$ cat src/rtl/tl_inflight_monitor.sv
// tl_inflight_monitor: passive TileLink A/D protocol monitor.
// Tracks per-source outstanding requests, multi-beat burst stability and
// (optionally) response latency, and reports violations as a registered
// error code/source pulse plus sticky per-code flags.
// Optional feature macro: TL_MONITOR_TIMEOUT_EN enables the per-source
// timeout counters and error code 7; without it err_flags[7] stays 0.
module tl_inflight_monitor #(
  parameter int SOURCE_BITS    = 3,
  parameter int ADDR_BITS      = 31,
  parameter int SIZE_BITS      = 3,
  parameter int BEAT_LOG2      = 2,
  parameter int TIMEOUT_CYCLES = 4096
) (
  input  logic                   clock,
  input  logic                   reset_n,
  input  logic                   a_valid,
  input  logic                   a_ready,
  input  logic [2:0]             a_opcode,
  input  logic [SIZE_BITS-1:0]   a_size,
  input  logic [SOURCE_BITS-1:0] a_source,
  input  logic [ADDR_BITS-1:0]   a_address,
  input  logic                   d_valid,
  input  logic                   d_ready,
  input  logic [2:0]             d_opcode,
  input  logic [SIZE_BITS-1:0]   d_size,
  input  logic [SOURCE_BITS-1:0] d_source,
  output logic                   err_valid,
  output logic [3:0]             err_code,
  output logic [SOURCE_BITS-1:0] err_source,
  output logic [9:0]             err_flags,
  output logic [SOURCE_BITS:0]   inflight_count
);

  localparam int NSRC   = 1 << SOURCE_BITS;
  // Wide enough for the largest burst length 1 << (2^SIZE_BITS-1-BEAT_LOG2).
  localparam int BCNT_W = 1 << SIZE_BITS;

  genvar gi;

  // Number of data beats carried by a message of the given log2 size.
  function automatic logic [BCNT_W-1:0] beats_of(input logic [SIZE_BITS-1:0] size);
    int sz;
    sz = int'(size);
    if (sz <= BEAT_LOG2) return BCNT_W'(1);
    return BCNT_W'(1) << (sz - BEAT_LOG2);
  endfunction

  // Burst trackers: remaining beats after the current one plus first-beat fields.
  logic [BCNT_W-1:0]      a_rem_reg, d_rem_reg;
  logic [2:0]             a_op_reg, d_op_reg;
  logic [SIZE_BITS-1:0]   a_size_reg, d_size_reg;
  logic [SOURCE_BITS-1:0] a_src_reg, d_src_reg;
  logic [ADDR_BITS-1:0]   a_addr_reg;
  logic                   d_req_ok_reg;   // D burst started on a busy source

  // Per-source table.
  logic [NSRC-1:0]        busy_reg;
  logic [NSRC-1:0]        exp_op_reg;     // expected D opcode (AccessAck=0 / AccessAckData=1)
  logic [SIZE_BITS-1:0]   lsize_reg [NSRC];

  // Reporting registers.
  logic                   err_valid_reg;
  logic [3:0]             err_code_reg;
  logic [SOURCE_BITS-1:0] err_source_reg;
  logic [9:0]             err_flags_reg;
  logic [SOURCE_BITS:0]   inflight_reg;

  logic                   a_fire, d_fire, a_first, a_mid, d_first, d_mid, d_last;
  logic [BCNT_W-1:0]      a_beats, d_beats;
  logic [SOURCE_BITS-1:0] ret_src;
  logic                   ret_ok, retire;
  logic [ADDR_BITS-1:0]   align_mask;
  logic [NSRC-1:0]        arm_vec, ret_vec, busy_next;
  logic [9:0]             viol;
  logic [3:0]             code_next;
  logic [SOURCE_BITS-1:0] src_next;
  logic [SOURCE_BITS:0]   count_next;
  logic                   tout_any;
  logic [SOURCE_BITS-1:0] tout_src;

  assign a_fire  = a_valid & a_ready;
  assign d_fire  = d_valid & d_ready;
  assign a_first = a_fire & (a_rem_reg == '0);
  assign a_mid   = a_fire & (a_rem_reg != '0);
  assign d_first = d_fire & (d_rem_reg == '0);
  assign d_mid   = d_fire & (d_rem_reg != '0);

  // Only Put requests and AccessAckData responses carry multi-beat data.
  assign a_beats = ((a_opcode == 3'd0) || (a_opcode == 3'd1)) ? beats_of(a_size) : BCNT_W'(1);
  assign d_beats = (d_opcode == 3'd1) ? beats_of(d_size) : BCNT_W'(1);
  assign d_last  = (d_first & (d_beats == BCNT_W'(1))) | (d_mid & (d_rem_reg == BCNT_W'(1)));

  // A burst that began on an idle source never touches the table.
  assign ret_src = d_first ? d_source : d_src_reg;
  assign ret_ok  = d_first ? busy_reg[d_source] : d_req_ok_reg;
  assign retire  = d_last & ret_ok;

  assign align_mask = (ADDR_BITS'(1) << a_size) - ADDR_BITS'(1);

  for (gi = 0; gi < NSRC; gi++) begin : g_entry
    assign arm_vec[gi]   = a_first & (a_source == SOURCE_BITS'(gi));
    assign ret_vec[gi]   = retire & (ret_src == SOURCE_BITS'(gi));
    // Arming wins over retiring so a same-cycle retire+re-arm stays busy.
    assign busy_next[gi] = arm_vec[gi] | (busy_reg[gi] & ~ret_vec[gi]);
  end

`ifdef TL_MONITOR_TIMEOUT_EN
  localparam int TCNT_W = $clog2(TIMEOUT_CYCLES + 1);
  localparam logic [TCNT_W-1:0] TCNT_MAX = TCNT_W'(TIMEOUT_CYCLES);

  logic [TCNT_W-1:0] tcnt_reg [NSRC];
  logic [NSRC-1:0]   tdone_reg;
  logic [NSRC-1:0]   tout_hit;

  for (gi = 0; gi < NSRC; gi++) begin : g_tout_hit
    assign tout_hit[gi] = busy_reg[gi] & (tcnt_reg[gi] == TCNT_MAX) & ~tdone_reg[gi];
  end

  // Per-source age counters: restart on arm, saturate, report once per transaction.
  always_ff @(posedge clock or negedge reset_n) begin
    if (!reset_n) begin
      for (int s = 0; s < NSRC; s++) tcnt_reg[s] <= '0;
      tdone_reg <= '0;
    end else begin
      for (int s = 0; s < NSRC; s++) begin
        if (arm_vec[s]) begin
          tcnt_reg[s]  <= '0;
          tdone_reg[s] <= 1'b0;
        end else begin
          if (busy_reg[s] && (tcnt_reg[s] != TCNT_MAX)) tcnt_reg[s] <= tcnt_reg[s] + TCNT_W'(1);
          if (tout_hit[s]) tdone_reg[s] <= 1'b1;
        end
      end
    end
  end

  // Lowest-numbered timed-out source is the one reported.
  always_comb begin
    tout_any = |tout_hit;
    tout_src = '0;
    for (int s = NSRC - 1; s >= 0; s--) begin
      if (tout_hit[s]) tout_src = SOURCE_BITS'(s);
    end
  end
`else
  assign tout_any = 1'b0;
  assign tout_src = '0;
`endif

  // Violation detection for this cycle's fires.
  always_comb begin
    viol    = '0;
    viol[1] = a_first & busy_reg[a_source] & ~(retire & (ret_src == a_source));
    viol[2] = d_first & ~busy_reg[d_source];
    viol[3] = d_first & busy_reg[d_source] & (d_opcode != {2'b00, exp_op_reg[d_source]});
    viol[4] = d_first & busy_reg[d_source] & (d_size != lsize_reg[d_source]);
    viol[5] = a_mid & ((a_opcode != a_op_reg) | (a_size != a_size_reg) |
                       (a_source != a_src_reg) | (a_address != a_addr_reg));
    viol[6] = d_mid & ((d_opcode != d_op_reg) | (d_size != d_size_reg) | (d_source != d_src_reg));
    viol[7] = tout_any;
    viol[8] = a_first & ~((a_opcode == 3'd0) | (a_opcode == 3'd1) | (a_opcode == 3'd4));
    viol[9] = a_first & ((a_address & align_mask) != '0);
  end

  // Pick the lowest active code and the source it refers to.
  always_comb begin
    code_next = '0;
    src_next  = '0;
    for (int c = 9; c >= 1; c--) begin
      if (viol[c]) begin
        code_next = 4'(c);
        if (c == 7) src_next = tout_src;
        else if ((c == 2) || (c == 3) || (c == 4) || (c == 6)) src_next = d_source;
        else src_next = a_source;
      end
    end
  end

  // Population count of the post-update busy bits.
  always_comb begin
    count_next = '0;
    for (int s = 0; s < NSRC; s++) count_next = count_next + {{SOURCE_BITS{1'b0}}, busy_next[s]};
  end

  // Burst beat counters and first-beat field capture for both channels.
  always_ff @(posedge clock or negedge reset_n) begin
    if (!reset_n) begin
      a_rem_reg    <= '0;
      a_op_reg     <= '0;
      a_size_reg   <= '0;
      a_src_reg    <= '0;
      a_addr_reg   <= '0;
      d_rem_reg    <= '0;
      d_op_reg     <= '0;
      d_size_reg   <= '0;
      d_src_reg    <= '0;
      d_req_ok_reg <= 1'b0;
    end else begin
      if (a_first) begin
        a_rem_reg  <= a_beats - BCNT_W'(1);
        a_op_reg   <= a_opcode;
        a_size_reg <= a_size;
        a_src_reg  <= a_source;
        a_addr_reg <= a_address;
      end else if (a_mid) begin
        a_rem_reg  <= a_rem_reg - BCNT_W'(1);
      end
      if (d_first) begin
        d_rem_reg    <= d_beats - BCNT_W'(1);
        d_op_reg     <= d_opcode;
        d_size_reg   <= d_size;
        d_src_reg    <= d_source;
        d_req_ok_reg <= busy_reg[d_source];
      end else if (d_mid) begin
        d_rem_reg    <= d_rem_reg - BCNT_W'(1);
      end
    end
  end

  // Per-source table: busy bit plus the expectations captured at arm time.
  always_ff @(posedge clock or negedge reset_n) begin
    if (!reset_n) begin
      busy_reg   <= '0;
      exp_op_reg <= '0;
      for (int s = 0; s < NSRC; s++) lsize_reg[s] <= '0;
    end else begin
      busy_reg <= busy_next;
      for (int s = 0; s < NSRC; s++) begin
        if (arm_vec[s]) begin
          exp_op_reg[s] <= (a_opcode == 3'd4);
          lsize_reg[s]  <= a_size;
        end
      end
    end
  end

  // Registered error report, sticky flags and inflight count.
  always_ff @(posedge clock or negedge reset_n) begin
    if (!reset_n) begin
      err_valid_reg  <= 1'b0;
      err_code_reg   <= '0;
      err_source_reg <= '0;
      err_flags_reg  <= '0;
      inflight_reg   <= '0;
    end else begin
      err_valid_reg  <= |viol;
      err_code_reg   <= code_next;
      err_source_reg <= src_next;
      err_flags_reg  <= err_flags_reg | viol;
      inflight_reg   <= count_next;
    end
  end

  assign err_valid      = err_valid_reg;
  assign err_code       = err_code_reg;
  assign err_source     = err_source_reg;
  assign err_flags      = err_flags_reg;
  assign inflight_count = inflight_reg;

endmodule

$ cat config.mk
export PLATFORM = sky130hd
export DESIGN_NAME = tl_inflight_monitor
export DESIGN_NICKNAME = d
export VERILOG_FILES = /design/src/rtl/tl_inflight_monitor.sv
export SDC_FILE = /design/constraint.sdc
export NUM_CORES = 1
export LEC_CHECK = 0
export ABC_AREA = 1
export ABC_CLOCK_PERIOD_IN_PS = 4500
export CAP_MARGIN = 10
export CORE_MARGIN = 4
export CORE_UTILIZATION = 40
export CTS_BUF_LIST = sky130_fd_sc_hd__clkbuf_16
export DETAILED_ROUTE_END_ITERATION = 12
export HOLD_SLACK_MARGIN = 0.02
export SLEW_MARGIN = 20
export SYNTH_ARGS = -nofsm -noshare
export SYNTH_HDL_FRONTEND = slang
export SYNTH_SLANG_ARGS = --single-unit
$ cat constraint.sdc
create_clock -name clock -period 4.5 [get_ports clock]
set_input_delay 0.675 -clock clock [delete_from_list [all_inputs] [get_ports clock]]
set_output_delay 0.675 -clock clock [all_outputs]
set_load 0.005 [all_outputs]
**Word-level counts from Yosys, hierarchy flattened**

Cells that the tools add are included.

- Output and inout bits: 22
- Word-level logic and storage cells: 208
- Input port bits: 55
- Register bits: 128

- Bitwise gates (word level): 74
- Shift-type cells: 3
- Equal/unequal tests: 29
- Reduce and logical (&&, ||, !) cells: 12
- Order comparisons: 5
- Mux-type cells: 39
- $add $sub $neg: 14

Operator list:

| cell | number |
|---|---|
| 2-to-1 mux 8 bit | 10 |
| << shifter 1 x 32 -> 8 bit (first input constant) | 2 |
| bitwise AND 1 bit | 44 |
| 2-to-1 mux 3 bit | 11 |
| 2-to-1 mux 4 bit | 8 |
| subtractor 8 x 1 -> 8 bit (second input constant) | 4 |
| bitwise AND 31 bit | 1 |
| inequality test 31 bit | 1 |
| nonzero test 31 bit | 1 |
| << shifter 1 x 3 -> 31 bit (first input constant) | 1 |
| subtractor 31 x 2 -> 31 bit (second input constant) | 1 |
| equality test 3 bit (second input constant) | 9 |
| inequality test 3 bit | 7 |
| adder 4 x 1 -> 4 bit | 4 |
| equality test 8 x 1 -> 1 bit (second input constant) | 2 |
| zero test 8 bit | 2 |
| OR 1 bit | 16 |
| nonzero test 8 bit | 2 |
| equality test 3 x 1 -> 1 bit (second input constant) | 4 |
| equality test 3 x 2 -> 1 bit (second input constant) | 4 |
| NOT 1 bit | 11 |
| OR 10 bit | 1 |
| binary-select mux 1 bit (select 3 bit) | 3 |
| binary-select mux 3 bit (select 3 bit) | 1 |
| other kinds (15) | 26 |

**Logic depth before layout (Yosys ltp)**

Gate-level depths: netlist (run 1).

- Depth after elaboration: 19
- Gate-level depth with buffers: 24
- Mapped depth without buffers: 23

**Worst setup path before layout (run 1)**

No wires, ideal clock.

- Kind: input port to flip-flop
- Start: input port d_size[1]
- End: register inflight_reg[2] (netlist: inflight_count[2])
- Slack: 0.045 ns
- Stages on the path: 23
- Required time: 4.377 ns
- Arrival: 4.331 ns
- Path buffers: 0
- Setup time: 0.123 ns
- Cells stage by stage: inv_1 > ha_1 > nor3_1 > inv_1 > nor2_1 > nor3_1 > inv_1 > ha_1 > nand4_1 > nand2_1 > nand2_2 > nor2_1 > nand3_1 > nand2_1 > nand2_1 > fa_1 > inv_1 > fa_1 > fa_1 > inv_1 > ha_1 > fa_1 > xor2_1

- Word-level cells in the longest chain between the ends: 19
- Elaborated cells on any way between the ends: 49
- Classes of those cells: add/sub (8); order compare (1); eq/ne (1); shift (1); mux (3); bitwise (35)

Ends and longest elaborated chain:

| element | RTL line | source |
|---|---|---|
| start: declaration | 25 | `input logic [SIZE_BITS-1:0] d_size,` |
| subtractor 3 x 2 -> 4 bit or <= comparator 3 x 2 -> 1 bit (tied branches) | 45, 44 |  |
| << shifter 1 x 32 -> 8 bit or 2-to-1 mux 1 bit (tied branches) | 45, 44 |  |
| 2-to-1 mux 8 bit * | 45 | `return BCNT_W'(1) << (sz - BEAT_LOG2);` |
| 2-to-1 mux 8 bit * | 90 | `assign d_beats = (d_opcode == 3'd1) ? beats_of(d_size) : BCNT_W'(1);` |
| equality test 8 x 1 -> 1 bit * | 91 | `assign d_last = (d_first & (d_beats == BCNT_W'(1))) \| (d_mid & (d_rem_reg == BCNT_W'(1)));` |
| bitwise AND 1 bit * | 91 |  |
| OR 1 bit * | 91 |  |
| bitwise AND 1 bit * | 96 | `assign retire = d_last & ret_ok;` |
| [... 2 more ...] | -- |  |
| bitwise AND 1 bit * | 104 | `assign busy_next[gi] = arm_vec[gi] \| (busy_reg[gi] & ~ret_vec[gi]);` |
| OR 1 bit * | 104 |  |
| net busy_next[0] | 73 | `logic [NSRC-1:0] arm_vec, ret_vec, busy_next;` |
| adder 1 x 1 -> 2 bit * | 182 | `for (int s = 0; s < NSRC; s++) count_next = count_next + {{SOURCE_BITS{1'b0}}, busy_next[s]};` |
| adder 2 x 1 -> 3 bit * | 182 |  |
| adder 3 x 1 -> 4 bit * | 182 |  |
| adder 4 x 1 -> 4 bit * (4 in a row) | 182 |  |
| net count_next[2] | 77 | `logic [SOURCE_BITS:0] count_next;` |
| end signal: assignment | 250 | `inflight_reg <= count_next;` |
| end: declaration | 66 | `logic [SOURCE_BITS:0] inflight_reg;` |

The timed path passes the listed nets; every way through them passes the cells marked *.
A chain may end at the register's enable or synchronous reset.

**Final worst setup path (run 1)**

Ends and elaborated chain as after synthesis.

==> flow_summary.yaml, run 1 <==
sta:
  layout_min_cycle_time_ns: 4.29
  relSlewSlack_pct: 51.0
  setup_tns_ns: 0
  worst_pin_slew_ns: 0.736
  fin_skew_ns: 0.00788
  slew_viol_final: 0
  hold_viol: 0
  layout_setup_ws_ns: 0.214
  setup_viol: 0
  fin_crit_sh_pct: 95.2
  max_freq_mhz: 233
floorplanning:
  die_x_um: 144
  ioPinCount: 77
  coreArea_um2: 18100
  initial_core_util_pct: 40.9
  rows: 49
  die_y_um: 144
  die_area_um2: 20800
place:
  numPortBuffers: 74
  postPlaceCellArea_um2: 8820
  gp_congestion: 0.865
  dp_slack_ns: -0.729
  post-dp-hpwl_mm: 14.2
synthesis:
  seq_area_frac_synth_pct: 42.6
  syn_avg_cell_area_um2: 7.38
  synth-main-ff-cell: "dfrtp_1"
  synth_edf_count: 0
  syn-cell-area_um2: 7400
  yosys.cell_types.count: 44
  synthCells: 1004
  ys_async_sr_fraction_pct: 100
  synth_seq_cells: 126
  yosysWarnings: 0
clock_tree:
  hold_buffers: 0
  clock-sinks: 126
  htree_levels: 4
  cts_buffers: 17
  clockRootBuffer: "clkbuf_16"
  clock_latency_ns: 0.42
  cts_tree: "done"
  clockBufferDepth: 2
  clk_pin_slew_ns: 0.06
critical_path:
  start_kind: "input port"
  critPathMaxFanout: 3
  crit_chain: "clkdlybuf4s15_1 > inv_2 > ha_4 > nor3_4 > inv_1 > nor2_1 > nor3_2 > inv_1 > ha_2 > nand4_1 > nand2_2 > nand2_4 > nor2_4 > nand3_1 > nand2_1 > nand2_2 > fa_1 > inv_1 > fa_1 > fa_1 > inv_1 > ha_4 > fa_2 > xor2_1"
  cp_common_cell: "inv_1"
  worstPathRequired_ns: 4.80
  cp.arrival_ns: 4.59
  critPathMaxStageDelay_ns: 0.54
  end_kind: "flip-flop"
  crit_slowest_cell: "fa_1"
  critPathKind: "in2reg"
drt:
  viasPerCell: 4.78
  vias: 6607
  post_drt_wl_per_cell_um: 13.6
  drc: 0
  drt_iter0_drc: 313
  drtPass1Iterations: 5
  final_antenna_net_count: 0
  routed_wl_mm: 18.8
global_routing:
  grt_usage_pct: 19.0
  first_global_vias: 6380
  grt_pass1_wl_mm: 31.4
  antenna_found_initial: 0
  overflow: 0
  grt_max_degree: 77
outcome:
  status: "complete, no violations"
finish:
  antenna_cells: 0
  final_cell_mix: "nand2_1, inv_1, dfrtp_1"
  mostFrequentLayoutCell: "nand2_1"
  fin_util_pct: 51.9
  fin_area_um2: 9390
  n_fill_cell: 1761
  fin_nets: 1219
  largest_register_ffs: 31
  drive_above_1_share_pct: 14.2
  syn_to_final_growth_pct: 26.8
power_and_ir_drop:
  p_leak_nw: 4.72
  vdd_drop_max_mv: 0.288
  p_per_area_nw_per_um2: 404
  p_total_mw: 3.80
worst_hold_path:
  hold_class: "in2async"
job:
  cap_viol_max_count: 0
## critical path, delay by kind of cell
kind                     cells  cell delay, ns
buffers and inverters        6            0.48
XOR/XNOR                     1            0.14
AND/OR/NAND/NOR             10            0.94
adder cells (fa/ha/maj)      7            2.32
## Yosys cell counts (2+ instances only)
cell type	instances	area share [%]
a21oi_1	6	0.41
buf_2	9	0.61
buf_4	4	0.41
buf_6	3	0.46
clkbuf_1	13	0.66
dfrtp_1	126	43
fa_1	4	1.1
ha_1	17	2.9
inv_1	128	6.5
inv_2	7	0.35
nand2_1	316	16
nand2_2	10	0.84
nand2_4	4	0.61
nand3_1	82	5.5
nand3_2	2	0.27
nand4_1	18	1.5
nor2_1	71	3.6
nor2_2	6	0.51
nor3_1	13	0.88
o21ai_0	90	6.1
o21ai_1	2	0.14
o21ai_2	3	0.35
o221ai_1	3	0.35
or2_2	12	1.0
xnor2_1	30	3.5
xor2_1	7	0.83
## area by class of cell
cell class              count  area, µm²  share of cell area, %
clock buffers              17        425                   4.53
clock inverters            13       60.1                  0.640
inverters                 137        522                   5.56
multi-input cells         713       3650                   38.9
flip-flops and latches    126       3150                   33.6
well taps                 229        287                   3.05
repair buffers            148       1290                   13.8
## cells by family (layout without fill, tap and decap cells)
family	Yosys count	after routing	share of synthesized area, %
simple gates	541	541	31.7
flops	126	126	42.6
fa+ha+maj	21	21	3.95
buf+inv	166	315	9.18
compound gates	112	112	8.15
xor+xnor	37	37	4.38
other cells	1	2	0.0506
## path summary, 6_finish.rpt
kind / start / end / slack, ns / cells after the start
setup / recovery: d_size[1] / inflight_count[2] / 0.21 / 24
hold / removal: reset_n / a_addr_reg[27] / 0.30 / 1
min in group clock: err_flags[4] / err_flags[4] / 0.46 / 2
hold reg to reg: err_flags[4] / err_flags[4] / 0.46 / 2
max in group asynchronous: reset_n / busy_reg[2] / 3.34 / 2
setup reg to reg: d_rem_reg[0] / inflight_count[2] / 0.35 / 18
## timing repair
item                       in CTS  in global routing
pin swaps                       8                  8
resized for setup              14                 11
setup endpoints to repair       2                  2
setup buffers                   1                  0
## power by group
part           internal (mW)  switching, mW
clock                  0.676          0.482
sequential              1.40          0.172
combinational          0.485          0.583
## layer usage
metal,wire length [µm],track usage (%)
met5,0,0
met4,385,6.49
met3,617,3.64
met2,8880,30.6
met1,8890,25.7
## stage by stage
stage | instances | hold WS [ns]
finish | 1383 | 0.297
floorplan | 1005 | 0.379
global placement | 1352 | 0.451
global route | 1383 | 0.369
detailed placement | 1352 | 0.454
CTS | 1383 | 0.467
No activity file was read; power rests on OpenSTA's default activity.
==> run 2, diff against run 1 <==
--- a/config.mk
+++ b/config.mk
@@ -13,7 +13,9 @@
 export CTS_BUF_LIST = sky130_fd_sc_hd__clkbuf_16
 export DETAILED_ROUTE_END_ITERATION = 12
 export HOLD_SLACK_MARGIN = 0.02
+export PLACE_DENSITY_LB_ADDON = 0.1
 export SLEW_MARGIN = 20
 export SYNTH_ARGS = -nofsm -noshare
 export SYNTH_HDL_FRONTEND = slang
 export SYNTH_SLANG_ARGS = --single-unit
+export TNS_END_PERCENT = 20
==> run 2 against run 1 <==
Final cell count rose by 0.65%. Global-route usage rose by 0.91 points. Sequential cell count did not move. Largest power group unchanged. Largest cell class unchanged. Highest routed layer unchanged. Fmax fell by 0.27%. Sequential share of layout area fell by 0.64 points.
==> flow_summary.yaml, run 2 (synthesis results as in run 1) <==
finish:
  fin_nets: 1226
  drive_above_1_share_pct: 15.1
  fin_area_um2: 9570
  multi_input_area_um2: 3640
  mostFrequentLayoutCell: "nand2_1"
  final_cell_mix: "nand2_1, inv_1, dfrtp_1"
  fin_cells: 1392
  largest_register_ffs: 31
  fin_util_pct: 52.9
  n_fill_cell: 1741
  antenna_cells: 0
  seqCellArea_um2: 3150
  syn_to_final_growth_pct: 29.2
worst_hold_path:
  hold_class: "in2async"
place:
  postPlaceCellArea_um2: 8850
  dp_cells: 1356
  gp_congestion: 0.904
  numPortBuffers: 74
  post-dp-hpwl_mm: 14.6
clock_tree:
  htree_levels: 4
  clk_pin_slew_ns: 0.06
  clockRootBuffer: "clkbuf_16"
  cts_tree: "done"
  hold_buffers: 0
  cts_buffers: 17
  clock_latency_ns: 0.42
  clockBufferDepth: 2
  clock-sinks: 126
critical_path:
  worstPathRequired_ns: 4.80
  start_kind: "input port"
  r2r-start: "d_rem_reg[1]"
  critPathMaxFanout: 5
  cp.buffers_inverters: 7
  cp.arrival_ns: 4.60
  path_delay_family: "adder cells"
  reg2reg_slack_ns: 0.32
  end_kind: "flip-flop"
  r2r_end: "inflight_count[2]"
  cp_common_cell: "inv_1"
  crit_slowest_cell: "fa_1"
  cp_num_cells: 24
  critPathMaxStageDelay_ns: 0.53
  ff2ff_path_depth: 21
  critPathKind: "in2reg"
  crit_chain: "dlygate4sd2_1 > inv_2 > buf_6 > nor3_4 > inv_1 > nor2_2 > nor3_2 > inv_1 > ha_2 > nand4_1 > nand2_2 > nand2_4 > nor2_4 > nand3_1 > nand2_1 > nand2_2 > fa_1 > inv_1 > fa_1 > fa_1 > inv_1 > ha_2 > fa_2 > xor2_1"
floorplanning:
  die_y_um: 144
  initial_core_util_pct: 40.9
  ioPinCount: 77
  coreArea_um2: 18100
  rows: 49
  die_x_um: 144
  die_area_um2: 20800
power_and_ir_drop:
  vdd_drop_max_mv: 0.257
  p_per_area_nw_per_um2: 428
  sw_frac_of_total_pct: 31.5
  p_leak_nw: 4.81
  internal-power_mw: 2.81
  p_seq_share_pct: 38.3
  net-switching-power_mw: 1.29
  power.share.clock_pct: 35.5
  p_comb_share_pct: 26.1
drt:
  vias: 6591
  drc: 0
  drt_iter0_drc: 309
  final_antenna_net_count: 0
  drtPass1Iterations: 4
  routed_wl_mm: 19.4
  post_drt_wl_per_cell_um: 13.9
  viasPerCell: 4.73
sta:
  fin_crit_sh_pct: 95.5
  relSlewSlack_pct: 45.4
  hold_viol: 0
  fin_skew_ns: 0.00752
  worst_pin_slew_ns: 0.819
  setup_viol: 0
  slew_viol_final: 0
  layout_min_cycle_time_ns: 4.30
  max_freq_mhz: 233
outcome:
  status: "complete, no violations"
global_routing:
  busiest_layer: "met2"
  met1_usage_pct: 25.1
  gr-usage-met3_pct: 3.70
  overflow: 0
  first_global_vias: 6621
  grt_pass1_wl_mm: 32.4
  use_met2_pct: 34.3
  grt_usage_pct: 19.9
  grt_max_degree: 71
  antenna_found_initial: 0
job:
  cap_viol_max_count: 0
[run 2: cell count changes in the layout (fill, tap and decap cells not counted), sizes merged]
cell	delta
clkbuf	-1
bufinv	+4
inv	+2
buf	+7
dlymetal6s2s	+1
clkdlybuf4s15	-1
clkinv	-5
clkinvlp	+1
dlygate4sd2	+1
[run 2: layout make-up]
cell class | count | share of cell area, %
multi-input cells | 713 | 38.0
flip-flops and latches | 126 | 32.9
repair buffers | 155 | 14.1
inverters | 137 | 5.45
clock buffers | 17 | 4.45
well taps | 229 | 2.99
clock inverters | 15 | 2.01
[run 2: how the worst max path moves through the flow]
| stage | from | end | slack, ns |
|---|---|---|---|
| after global placement | d_size[1] | inflight_count[2] | -0.67 |
| after global routing | d_size[2] | inflight_count[2] | -0.02 |
| after floorplan | d_size[1] | inflight_count[2] | 0.05 |
| after CTS | d_size[0] | inflight_count[2] | 0.01 |
| after detailed placement | d_size[1] | inflight_count[2] | -0.70 |
| final | d_size[1] | inflight_count[2] | 0.20 |
[run 2: power by group through the flow]
| stage | clock network, mW | registers (mW) | logic (mW) |
|---|---|---|---|
| after floorplan | 0 | 1.55 | 0.724 |
| after global placement | 0 | 1.58 | 1.05 |
| after detailed placement | 0 | 1.58 | 1.06 |
| after CTS | 1.49 | 1.57 | 1.09 |
| after global routing | 1.54 | 1.60 | 1.25 |
| final | 1.46 | 1.57 | 1.07 |
[run 2: stage by stage]
stage / total power, mW / TNS, ns / setup WS (ns) / hold slack [ns]
global placement: 2.63 / -1.74 / -0.668 / 0.451
detailed placement: 2.65 / -1.86 / -0.698 / 0.455
finish: 4.10 / 0 / 0.202 / 0.357
CTS: 4.14 / 0 / 0.0148 / 0.382
floorplan: 2.27 / 0 / 0.0452 / 0.379
global route: 4.40 / -0.0180 / -0.0180 / 0.417
[run 2: layer usage]
| metal | wire (µm) | part of all wire (%) | vias to the layer above |
|---|---|---|---|
| li1 | - | - | 3452 |
| met2 | 9560 | 49 | 114 |
| met4 | 406 | 2.1 | 0 |
| met5 | 0 | 0 | - |
| met1 | 8770 | 45 | 2999 |
| met3 | 675 | 3.5 | 26 |
[run 2: what timing repair did]
| item | 4_1_cts | 5_1_grt |
|---|---|---|
| setup endpoints to repair | 2 | 2 |
| pin swaps | 10 | 7 |
| gates cloned | 0 | 0 |
| resized for setup | 14 | 8 |
| buffers inserted | 3 | 1 |
==> run 3, diff against run 2 <==
--- a/config.mk
+++ b/config.mk
@@ -6,7 +6,7 @@
 export NUM_CORES = 1
 export LEC_CHECK = 0
 export ABC_AREA = 1
-export ABC_CLOCK_PERIOD_IN_PS = 4500
+export ABC_CLOCK_PERIOD_IN_PS = 5100
 export CAP_MARGIN = 10
 export CORE_MARGIN = 4
 export CORE_UTILIZATION = 40
==> constraint.sdc (replaced) <==
create_clock -name clock -period 5.1 [get_ports clock]
set_input_delay 0.765 -clock clock [delete_from_list [all_inputs] [get_ports clock]]
set_output_delay 0.765 -clock clock [all_outputs]
set_load 0.005 [all_outputs]
==> run 3 against run 2 <==
Final cell count decreased by 3.4%. Sequential power decreased by 12%. Die area unchanged. Total power decreased by 15%. Non-clock buffer count decreased by 45. Critical endpoint unchanged. First-iteration DRC count increased by 23%.
==> flow_summary.yaml, run 3 (synthesis results as in run 1) <==
sta:
  fin_skew_ns: 0.0159
  timing.hold.ws_ns: 0.203
  layout_min_cycle_time_ns: 4.79
  worst_pin_slew_ns: 0.628
  relSlewSlack_pct: 58.1
  setup_viol: 0
  setup_tns_ns: 0
  fin_crit_sh_pct: 93.9
  max_freq_mhz: 209
  hold_viol: 0
  slew_viol_final: 0
place:
  gp_congestion: 0.865
  numPortBuffers: 74
  post-dp-hpwl_mm: 13.8
global_routing:
  first_global_vias: 6373
  overflow: 0
  antenna_found_initial: 0
  grt_usage_pct: 19.4
  grt_max_degree: 112
  grt_pass1_wl_mm: 32.0
finish:
  fin_nets: 1181
  antenna_cells: 0
  syn_to_final_growth_pct: 23.4
  n_fill_cell: 1785
  largest_register_ffs: 31
  multi_input_area_um2: 3580
  drive_above_1_share_pct: 10.3
  seqCellArea_um2: 3150
  final_cell_mix: "nand2_1, inv_1, dfrtp_1"
  mostFrequentLayoutCell: "nand2_1"
floorplanning:
  die_area_um2: 20800
  die_y_um: 144
  die_x_um: 144
  rows: 49
  initial_core_util_pct: 40.9
  coreArea_um2: 18100
  ioPinCount: 77
critical_path:
  critPathMaxFanout: 3
  worstPathRequired_ns: 5.41
  critPathKind: "in2reg"
  start_kind: "input port"
  end_kind: "flip-flop"
  cp.arrival_ns: 5.10
outcome:
  status: "complete, no violations"
clock_tree:
  hold_buffers: 0
  clock-sinks: 126
  htree_levels: 4
  clk_pin_slew_ns: 0.06
  cts_setup_buffers: 0
  cts_buffers: 17
  clockBufferDepth: 2
  clockRootBuffer: "clkbuf_16"
  clock_latency_ns: 0.43
  cts_tree: "done"
power_and_ir_drop:
  vdd_drop_max_mv: 0.240
  p_per_area_nw_per_um2: 382
  p_leak_nw: 4.57
drt:
  vias: 6485
  drtPass1Iterations: 4
  post_drt_wl_per_cell_um: 14.0
  drc: 0
  final_antenna_net_count: 0
  viasPerCell: 4.82
  drt_iter0_drc: 381
  routed_wl_mm: 18.8
job:
  cap_viol_max_count: 0
worst_hold_path:
  hold_class: "in2async"
==> run 3: layer usage <==
layer / track usage, % / share of wire (%) / vias to the layer above
met2: 31.8 / 47 / 114
li1: - / - / 3348
met3: 4.13 / 3.1 / 24
met4: 5.10 / 1.4 / 0
met1: 26.2 / 48 / 2999
met5: 0 / 0 / -
==> run 3: layout make-up <==
type	count	share of cell area, %
inverters	137	5.71
well taps	229	3.14
flip-flops and latches	126	34.5
clock inverters	13	1.64
multi-input cells	713	39.2
clock buffers	17	4.65
repair buffers	110	11.2
==> run 3: per-stage QoR <==
step / cells / setup slack, ns / utilization, % / power [mW] / area (µm²)
floorplan: 1005 / 0.555 / - / 2.01 / 7410
global placement: 1315 / -0.130 / 47.3 / 2.29 / 8560
detailed placement: 1315 / -0.175 / 47.3 / 2.30 / 8560
CTS: 1345 / 0.246 / 50.5 / 3.53 / 9130
global route: 1345 / -0.00301 / 50.5 / 3.75 / 9140
finish: 1345 / 0.310 / 50.5 / 3.49 / 9140
==> run 3: worst max-delay path, cell delays in order <==
cell and delay (ns):
clkdlybuf4s50_1 0.47, inv_1 0.06, ha_1 0.21, nor3_2 0.21
inv_1 0.06, nor2_1 0.08, nor3_1 0.06, inv_1 0.09
ha_1 0.14, nand4_1 0.09, nand2_1 0.10, nand2_2 0.08
nor2_1 0.13, nand3_1 0.08, nand2_1 0.06, nand2_1 0.09
fa_1 0.57, inv_1 0.05, fa_1 0.45, fa_1 0.50
inv_1 0.04, ha_1 0.21, fa_1 0.37, xor2_1 0.15
==> run 3: final timing paths <==
kind | from | end | slack [ns] | depth (start not counted)
worst max-delay path | d_size[1] | inflight_count[2] | 0.31 | 24
worst min-delay path | reset_n | d_size_reg[1] | 0.20 | 1
worst max register to register | d_rem_reg[0] | inflight_count[2] | 0.73 | 21
worst min register to register | err_flags[1] | err_flags[1] | 0.46 | 1
max in group asynchronous | reset_n | d_src_reg[2] | 4.02 | 2
min in group clock | err_flags[1] | err_flags[1] | 0.46 | 1
==> run 3: timing repair <==
action                                  CTS  global route
endpoints found under the setup margin    0             1
resized for setup                         0             1
endpoints found under the hold margin     0             0
==> run 3: report_power, final <==
part           switching, mW  internal, mW
Sequential             0.150          1.23
Clock                  0.456         0.756
Combinational          0.499         0.402
Total                   1.11          2.39
